**src/rtl/issue_queue_pkg.sv**
```systemverilog
// Shared core types for the decode -> dispatch path.
// decode_result is the record carried through the issue queue.
package issue_queue_pkg;

  typedef enum logic [2:0] {
    UNIT_ALU,
    UNIT_MUL,
    UNIT_DIV,
    UNIT_LSU,
    UNIT_BRU
  } unit;

  typedef enum logic [1:0] {
    LDST_NONE,
    LDST_LOAD,
    LDST_STORE
  } ldst_mode;

  typedef struct packed {
    logic        is_valid;
    logic [31:0] pc;
    unit         fu;
    ldst_mode    mode;
    logic [4:0]  rd;
    logic [4:0]  rs1;
    logic [4:0]  rs2;
    logic [31:0] imm;
  } decode_result;

endpackage

```
**src/rtl/issue_queue_if.sv**
```systemverilog
// Decode/dispatch-facing signal bundle of the issue queue.
// master = decode + dispatch side, slave = the queue itself.
interface issue_queue_if
  import issue_queue_pkg::*;
#(
  parameter int DEPTH = 8
);
  localparam int CW = $clog2(DEPTH) + 1;

  decode_result    in_entry  [2];
  logic            in_ready;
  decode_result    out_entry [2];
  logic [1:0]      out_valid;
  logic [1:0]      accept;
  logic [CW-1:0]   count;

  modport master (
    output in_entry, accept,
    input  in_ready, out_entry, out_valid, count
  );

  modport slave (
    input  in_entry, accept,
    output in_ready, out_entry, out_valid, count
  );

endinterface

```
**src/rtl/issue_queue.sv**
```systemverilog
// In-order dual-issue buffer between decode and reservation-station dispatch.
// Accepts up to two entries and releases up to two oldest entries per cycle.
module issue_queue
  import issue_queue_pkg::*;
#(
  parameter int DEPTH = 8,
  localparam int CW = $clog2(DEPTH) + 1
) (
  input logic          clk,
  input logic          rst,
  input logic          flush,
  issue_queue_if.slave q
);

  localparam int PW = $clog2(DEPTH);

  decode_result  mem [DEPTH];
  logic [PW-1:0] head;
  logic [PW-1:0] tail;
  logic [CW-1:0] count;

  logic          v0;
  logic          v1;
  logic          a0;
  logic          a1;
  logic [1:0]    n_in;
  logic [1:0]    n_out;
  logic [PW-1:0] wr1_idx;
  logic          ready;
  logic [1:0]    valid;

  // Readiness depends on registered occupancy only, so a same-cycle
  // dequeue can never open the door for an incoming pair.
  always_comb begin
    ready    = (count <= CW'(DEPTH - 2));
    valid[0] = (count != '0);
    valid[1] = (count >= CW'(2));
  end

  always_comb begin
    v0      = q.in_entry[0].is_valid;
    v1      = q.in_entry[1].is_valid;
    n_in    = ready ? (2'(v0) + 2'(v1)) : 2'd0;
    // A lone valid slot 1 is compacted down to the tail slot.
    wr1_idx = tail + PW'(v0);
    a0      = q.accept[0] & valid[0];
    a1      = q.accept[1] & valid[1];
    n_out   = 2'(a0) + 2'(a0 & a1);
  end

  always_comb begin
    q.in_ready              = ready;
    q.out_valid             = valid;
    q.count                 = count;
    q.out_entry[0]          = mem[head];
    q.out_entry[0].is_valid = valid[0];
    q.out_entry[1]          = mem[head + PW'(1)];
    q.out_entry[1].is_valid = valid[1];
  end

  always_ff @(posedge clk) begin
    if (rst || flush) begin
      head  <= '0;
      tail  <= '0;
      count <= '0;
    end else begin
      head  <= head + PW'(n_out);
      tail  <= tail + PW'(n_in);
      count <= count + CW'(n_in) - CW'(n_out);
    end
  end

  always_ff @(posedge clk) begin
    if (!rst && !flush && ready) begin
      if (v0) mem[tail]    <= q.in_entry[0];
      if (v1) mem[wr1_idx] <= q.in_entry[1];
    end
  end

endmodule

```
**src/flat_wrapper.sv**
```systemverilog
// flat-port wrapper written by rule: the top's interface ports become plain ports
module issue_queue_flat import issue_queue_pkg::*;
#(
  parameter int DEPTH = 8,
  localparam int CW = $clog2(DEPTH) + 1
)
  (clk, rst, flush, q_in_entry, q_accept, q_in_ready, q_out_entry, q_out_valid, q_count);
  issue_queue_if #(.DEPTH(DEPTH)) q_i ();
  input logic clk;
  input logic rst;
  input logic flush;
  input wire logic [$bits(q_i.in_entry)-1:0] q_in_entry;
  input wire logic [$bits(q_i.accept)-1:0] q_accept;
  output wire logic [$bits(q_i.in_ready)-1:0] q_in_ready;
  output wire logic [$bits(q_i.out_entry)-1:0] q_out_entry;
  output wire logic [$bits(q_i.out_valid)-1:0] q_out_valid;
  output wire logic [$bits(q_i.count)-1:0] q_count;
  assign q_i.in_entry = {>>{q_in_entry}};
  assign q_i.accept = q_accept;
  assign q_in_ready = q_i.in_ready;
  assign q_out_entry = {>>{q_i.out_entry}};
  assign q_out_valid = q_i.out_valid;
  assign q_count = q_i.count;
  issue_queue #(.DEPTH(DEPTH)) u_core (.clk(clk), .rst(rst), .flush(flush), .q(q_i));
endmodule
```
**config.mk**
```make
export PLATFORM = sky130hd
export DESIGN_NAME = issue_queue_flat
export DESIGN_NICKNAME = d
export VERILOG_FILES = /design/src/rtl/issue_queue_pkg.sv /design/src/rtl/issue_queue_if.sv /design/src/rtl/issue_queue.sv /design/src/flat_wrapper.sv
export SDC_FILE = /design/constraint.sdc
export NUM_CORES = 1
export LEC_CHECK = 0
export BUFFER_PORTS_ARGS = -buffer_cell sky130_fd_sc_hd__clkbuf_2
export CAP_MARGIN = 30
export CORE_AREA = 2 2 256 258
export CTS_CLUSTER_DIAMETER = 60
export DETAILED_ROUTE_END_ITERATION = 10
export DIE_AREA = 0 0 258 260
export GPL_TIMING_DRIVEN = 0
export PLACE_DENSITY_LB_ADDON = 0.08
export SLEW_MARGIN = 20
export SYNTH_ARGS = -nofsm -noshare
export SYNTH_HDL_FRONTEND = slang
export SYNTH_SLANG_ARGS = --single-unit
```
**constraint.sdc**
```tcl
create_clock -name clk -period 7 [get_ports clk]
set_clock_uncertainty 0.15 [all_clocks]
set_input_delay 0.35 -clock clk [delete_from_list [all_inputs] [get_ports clk]]
set_output_delay 0.35 -clock clk [all_outputs]
set_load 0.01 [all_outputs]
```
==> impl.org <==
** STA
- Worst-margin pin slew :: 1040 ps
- Setup repair after global routing left no endpoint under its margin.
- Headroom to the max-slew limit came out at 0.306.
- The routed design could run at a clock period as short as 4790 ps.
- Dividing the final minimum period by the clock period gives 0.684.
- Hold is met by around 31 ps.
- Setup Viol. Count Final :: 0
- The final number of max-transition violations is 0.
- The hold violation total from the final report was 0.
- Fmax :: approximately 210 MHz

** Drt
- Detailed-route wire length :: 119 mm
- The first TritonRoute pass finished after 7 iterations.
- Detail Route Antenna Nets :: 0
- DRC viols :: 0
- In the routed layout, each cell is associated on average with a via count of 6.75.
- Dividing the detail-routed wire length by the instance count gives 31.6 um.
- The final route contains 25438 vias.
- After the first detailed-routing iteration, the DRC count stood at 2921.

** Critical path
- Element type at the critical path start :: register
- Cells on worst reg2reg path :: 10
- In this run the critical register-to-register path is launched from u_core.q.count[3].
- The critical path starts at u_core.head[0].
- At the worst endpoint, the arrival time is about 4300 ps.
- In this run the worst path has a maximum fanout of 10.
- Worst setup path class :: reg -> out
- Required time of the worst setup path :: 6500 ps
- The worst setup path is captured at a primary output.
- Destination of the worst register-to-register timing path :: u_core.mem[0][53]
- For flop-to-flop paths, the worst setup slack is 3030 ps.

** Yosys
- Number of library cell types mapped by synthesis :: 33
- Syn Nets :: 2316
- Synth top area share :: 0.518
- Post-Synthesis Mean Instance Area :: 18.3 um2
- Synthesis handed over a netlist of approximately 2100 instances.
- Dominant cell type by area after synthesis :: sky130_fd_sc_hd__edfxtp_1
- Biggest area contributors in the synthesized netlist :: sky130_fd_sc_hd__edfxtp_1 52%, sky130_fd_sc_hd__mux2_2 21%, sky130_fd_sc_hd__mux4_2 19%
- Yosys mapped a number of flops with a built-in enable equal to 672.
- Netlist Area Pre-Place :: ~0.039 mm2
- The share of the Yosys chip area taken by registers is 0.523.
- Count of state elements after synthesis :: 682
- Share of flip-flops with an asynchronous set or reset after synthesis :: 0
- Synth Warn # :: 0
- Among all flip-flop cells after synthesis, the most frequent one is sky130_fd_sc_hd__edfxtp_1.

** Floorplan
- The die covers 0.0671 mm2.
- Site row count :: 93
- Measured along the y axis, the die boundary spans approximately 260 um.
- Width of the die :: around 260 um
- I/O pins :: 352
- Initial Util :: 0.608
- Area of the core region :: between 0.06 and 0.07 mm2

** Pwr
- Pwr Density :: approximately 240 mW/mm2
- VDD IR max :: 227 uV
- Part of the total power dissipated in the clock network :: 0.331
- Internal power comes to ~8.3 mW.
- In this run the power spent charging and discharging nets is 3.25 mW.
- Switching portion of total power :: 0.282
- Of the total power, combinational logic draws 0.266.
- Flop pwr share :: 0.403
- Leakage Power :: between 15 and 20 nW

** Clocking
- Clock transition time at the flip-flop clock pins of the worst setup and hold paths :: 60 ps
- CTS tree :: done
- Clock H-tree levels :: 3
- PostCTS Resize Cnt :: 0
- Clock buffer count from CTS :: 76
- In this run the clock root is driven by a sky130_fd_sc_hd__clkbuf_16.
- The clock drives 682 sinks.
- Once the clock tree was built, the setup fixing pass inserted 0 buffers.
- At the later pin of the worst-skew pair, clock insertion delay measures roughly 620 ps.
- Buffers inserted to repair hold after CTS numbered 250.
- In this run the deepest clock path goes through 3 buffers.

** Finish
- P&R area growth vs syn :: 22.8%
- Number of filler instances in the final layout :: 3899
- Post-layout nets :: 3041
- In the final layout, the share of cells above drive strength 1 is 0.584.
- Utilization after layout :: 0.746

** Global route
- The initial antenna violation count came to 10.
- Total congestion overflow after global routing :: 0
- In the global route stage, overall resource usage came out at 0.356.
- Maximum number of pins on one net before global-route repair :: 20
- Wire length of the first global-routing pass :: 173 mm
- Vias in the first global route :: 26820

** Worst hold path
- End of the worst hold path :: u_core.mem[0][73]
- Cell depth of the worst min-delay path :: 2
- Source of the worst hold timing path :: q_in_entry[158]
- The path class of the tightest hold or removal check is in -> reg.

** Placed design
- Once detailed placement completed, the half-perimeter wirelength came to 76.5 mm.
- Routability-driven placement finished with a final weighted congestion of just over 0.8.
- Port Buf Inserts :: 351

** Run status
- The flow ran to the end, and the final reports show no timing, DRC or antenna violations.

** Run
- Number of maximum-capacitance violations :: 0
[metrics by stage]
| stage | instance area (um2) | power [mW] | setup TNS, ps | setup slack [ps] | instances |
|---|---|---|---|---|---|
| 4_1_cts | 47800 | 11.5 | 0 | 2300 | 3761 |
| 6_report | 47800 | 11.5 | 0 | 2210 | 3769 |
| 3_5_place_dp | 43000 | 7.65 | 0 | 2970 | 3376 |
| 3_3_place_gp | 41800 | 7.57 | -2337220 | -4500 | 3331 |
| 5_1_grt | 47800 | 11.9 | 0 | 2260 | 3764 |
| 2_1_floorplan | 39000 | 6.58 | 0 | 872 | 2125 |
[flip-flops by register name, summed over array words and instances, names as in the netlist]
name            cells
u_core.head         3
u_core.mem        672
u_core.q.count      4
u_core.tail         3
[layout by cell type (no fill, tap or decap), types with 2 or more instances in the layout]
master	instances
sky130_fd_sc_hd__mux2_2	728
sky130_fd_sc_hd__edfxtp_1	672
sky130_fd_sc_hd__clkbuf_2	351
sky130_fd_sc_hd__mux4_2	336
sky130_fd_sc_hd__dlygate4sd3_1	250
sky130_fd_sc_hd__mux2_1	112
sky130_fd_sc_hd__buf_2	99
sky130_fd_sc_hd__clkbuf_16	81
sky130_fd_sc_hd__clkbuf_1	60
sky130_fd_sc_hd__buf_16	33
sky130_fd_sc_hd__buf_4	27
sky130_fd_sc_hd__clkinv_2	16
sky130_fd_sc_hd__clkinv_1	15
sky130_fd_sc_hd__inv_1	12
sky130_fd_sc_hd__ha_1	12
sky130_fd_sc_hd__nor2_1	11
sky130_fd_sc_hd__buf_12	11
sky130_fd_sc_hd__dfxtp_1	10
sky130_fd_sc_hd__nand3_1	8
sky130_fd_sc_hd__diode_2	7
sky130_fd_sc_hd__buf_1	7
sky130_fd_sc_hd__nor2_4	7
sky130_fd_sc_hd__nand2_1	6
sky130_fd_sc_hd__xor2_1	4
sky130_fd_sc_hd__and2_1	4
sky130_fd_sc_hd__a32oi_1	4
sky130_fd_sc_hd__fa_1	4
sky130_fd_sc_hd__nor2b_1	3
sky130_fd_sc_hd__a22oi_1	3
sky130_fd_sc_hd__and3_1	2
sky130_fd_sc_hd__nand4_1	2
sky130_fd_sc_hd__nand2b_1	2
sky130_fd_sc_hd__bufinv_16	2
[per-layer routing]
layer	global-route usage	wire [um]	up-vias
met3	0.0700	11500	296
met2	0.586	58700	1555
li1	-	-	10422
met1	0.472	44500	13151
met5	0	79	-
met4	0.139	4140	14
[power groups by stage]
stage / sequential [mW] / clock (mW) / combinational, mW
after floorplan: 4.73 / 0 / 1.85
after global placement: 4.76 / 0 / 2.82
after detailed placement: 4.74 / 0 / 2.91
after CTS: 4.65 / 3.83 / 3.06
after global routing: 4.66 / 3.98 / 3.23
final: 4.66 / 3.82 / 3.07
[critical path: stages (launching register included)]
cell and delay (ps):
sky130_fd_sc_hd__dfxtp_1 350, sky130_fd_sc_hd__ha_1 290, sky130_fd_sc_hd__clkbuf_1 490, sky130_fd_sc_hd__clkbuf_1 840, sky130_fd_sc_hd__clkbuf_1 800, sky130_fd_sc_hd__mux4_2 420, sky130_fd_sc_hd__mux2_2 320, sky130_fd_sc_hd__clkbuf_2 140
[cell usage after synthesis, drive strengths merged, types with 3 or more instances]
library cell	number
nor2b	3
a22oi	3
fa	4
inv	12
nand2	6
edfxtp	672
dfxtp	10
a32oi	4
and2	4
ha	12
buf	133
nand3	8
nor2	19
xor2	5
mux2	840
clkbuf	39
mux4	336
[logic make-up (layout without fill, tap and decap cells)]
| family | Yosys count | count (layout) | synth area share |
|---|---|---|---|
| simple gates | 49 | 49 | 0.00617 |
| xor+xnor | 7 | 7 | 0.00196 |
| flops | 682 | 682 | 0.523 |
| compound gates | 10 | 10 | 0.00193 |
| fa+ha+maj | 16 | 16 | 0.00591 |
| buf+inv | 184 | 966 | 0.0235 |
| mux | 1177 | 1177 | 0.437 |
| other cells | 0 | 7 | 0 |
[layout make-up]
| class | instances | area [um2] | share of cell area |
|---|---|---|---|
| clock inverter | 33 | 196 | 0.00411 |
| buffer | 172 | 871 | 0.0182 |
| tap | 855 | 1070 | 0.0224 |
| sequential | 682 | 20400 | 0.426 |
| multi-input combinational | 1259 | 17700 | 0.371 |
| timing repair buffer | 647 | 5410 | 0.113 |
| antenna | 7 | 17.5 | 0.000366 |
| clock buffer | 102 | 2110 | 0.0440 |
| inverter | 12 | 45.0 | 0.000942 |
[worst max path at each step]
stage | cells past startpoint | slack, ps | endpoint
2_1_floorplan | 7 | 870 | u_core.mem[7][0]
3_3_place_gp | 7 | -4500 | u_core.mem[7][56]
3_5_place_dp | 7 | 2970 | q_out_entry[6]
4_1_cts | 7 | 2300 | q_out_entry[6]
5_1_grt | 7 | 2260 | q_out_entry[6]
6_report | 7 | 2210 | q_out_entry[83]
No activity file was read; power rests on OpenSTA's default activity.
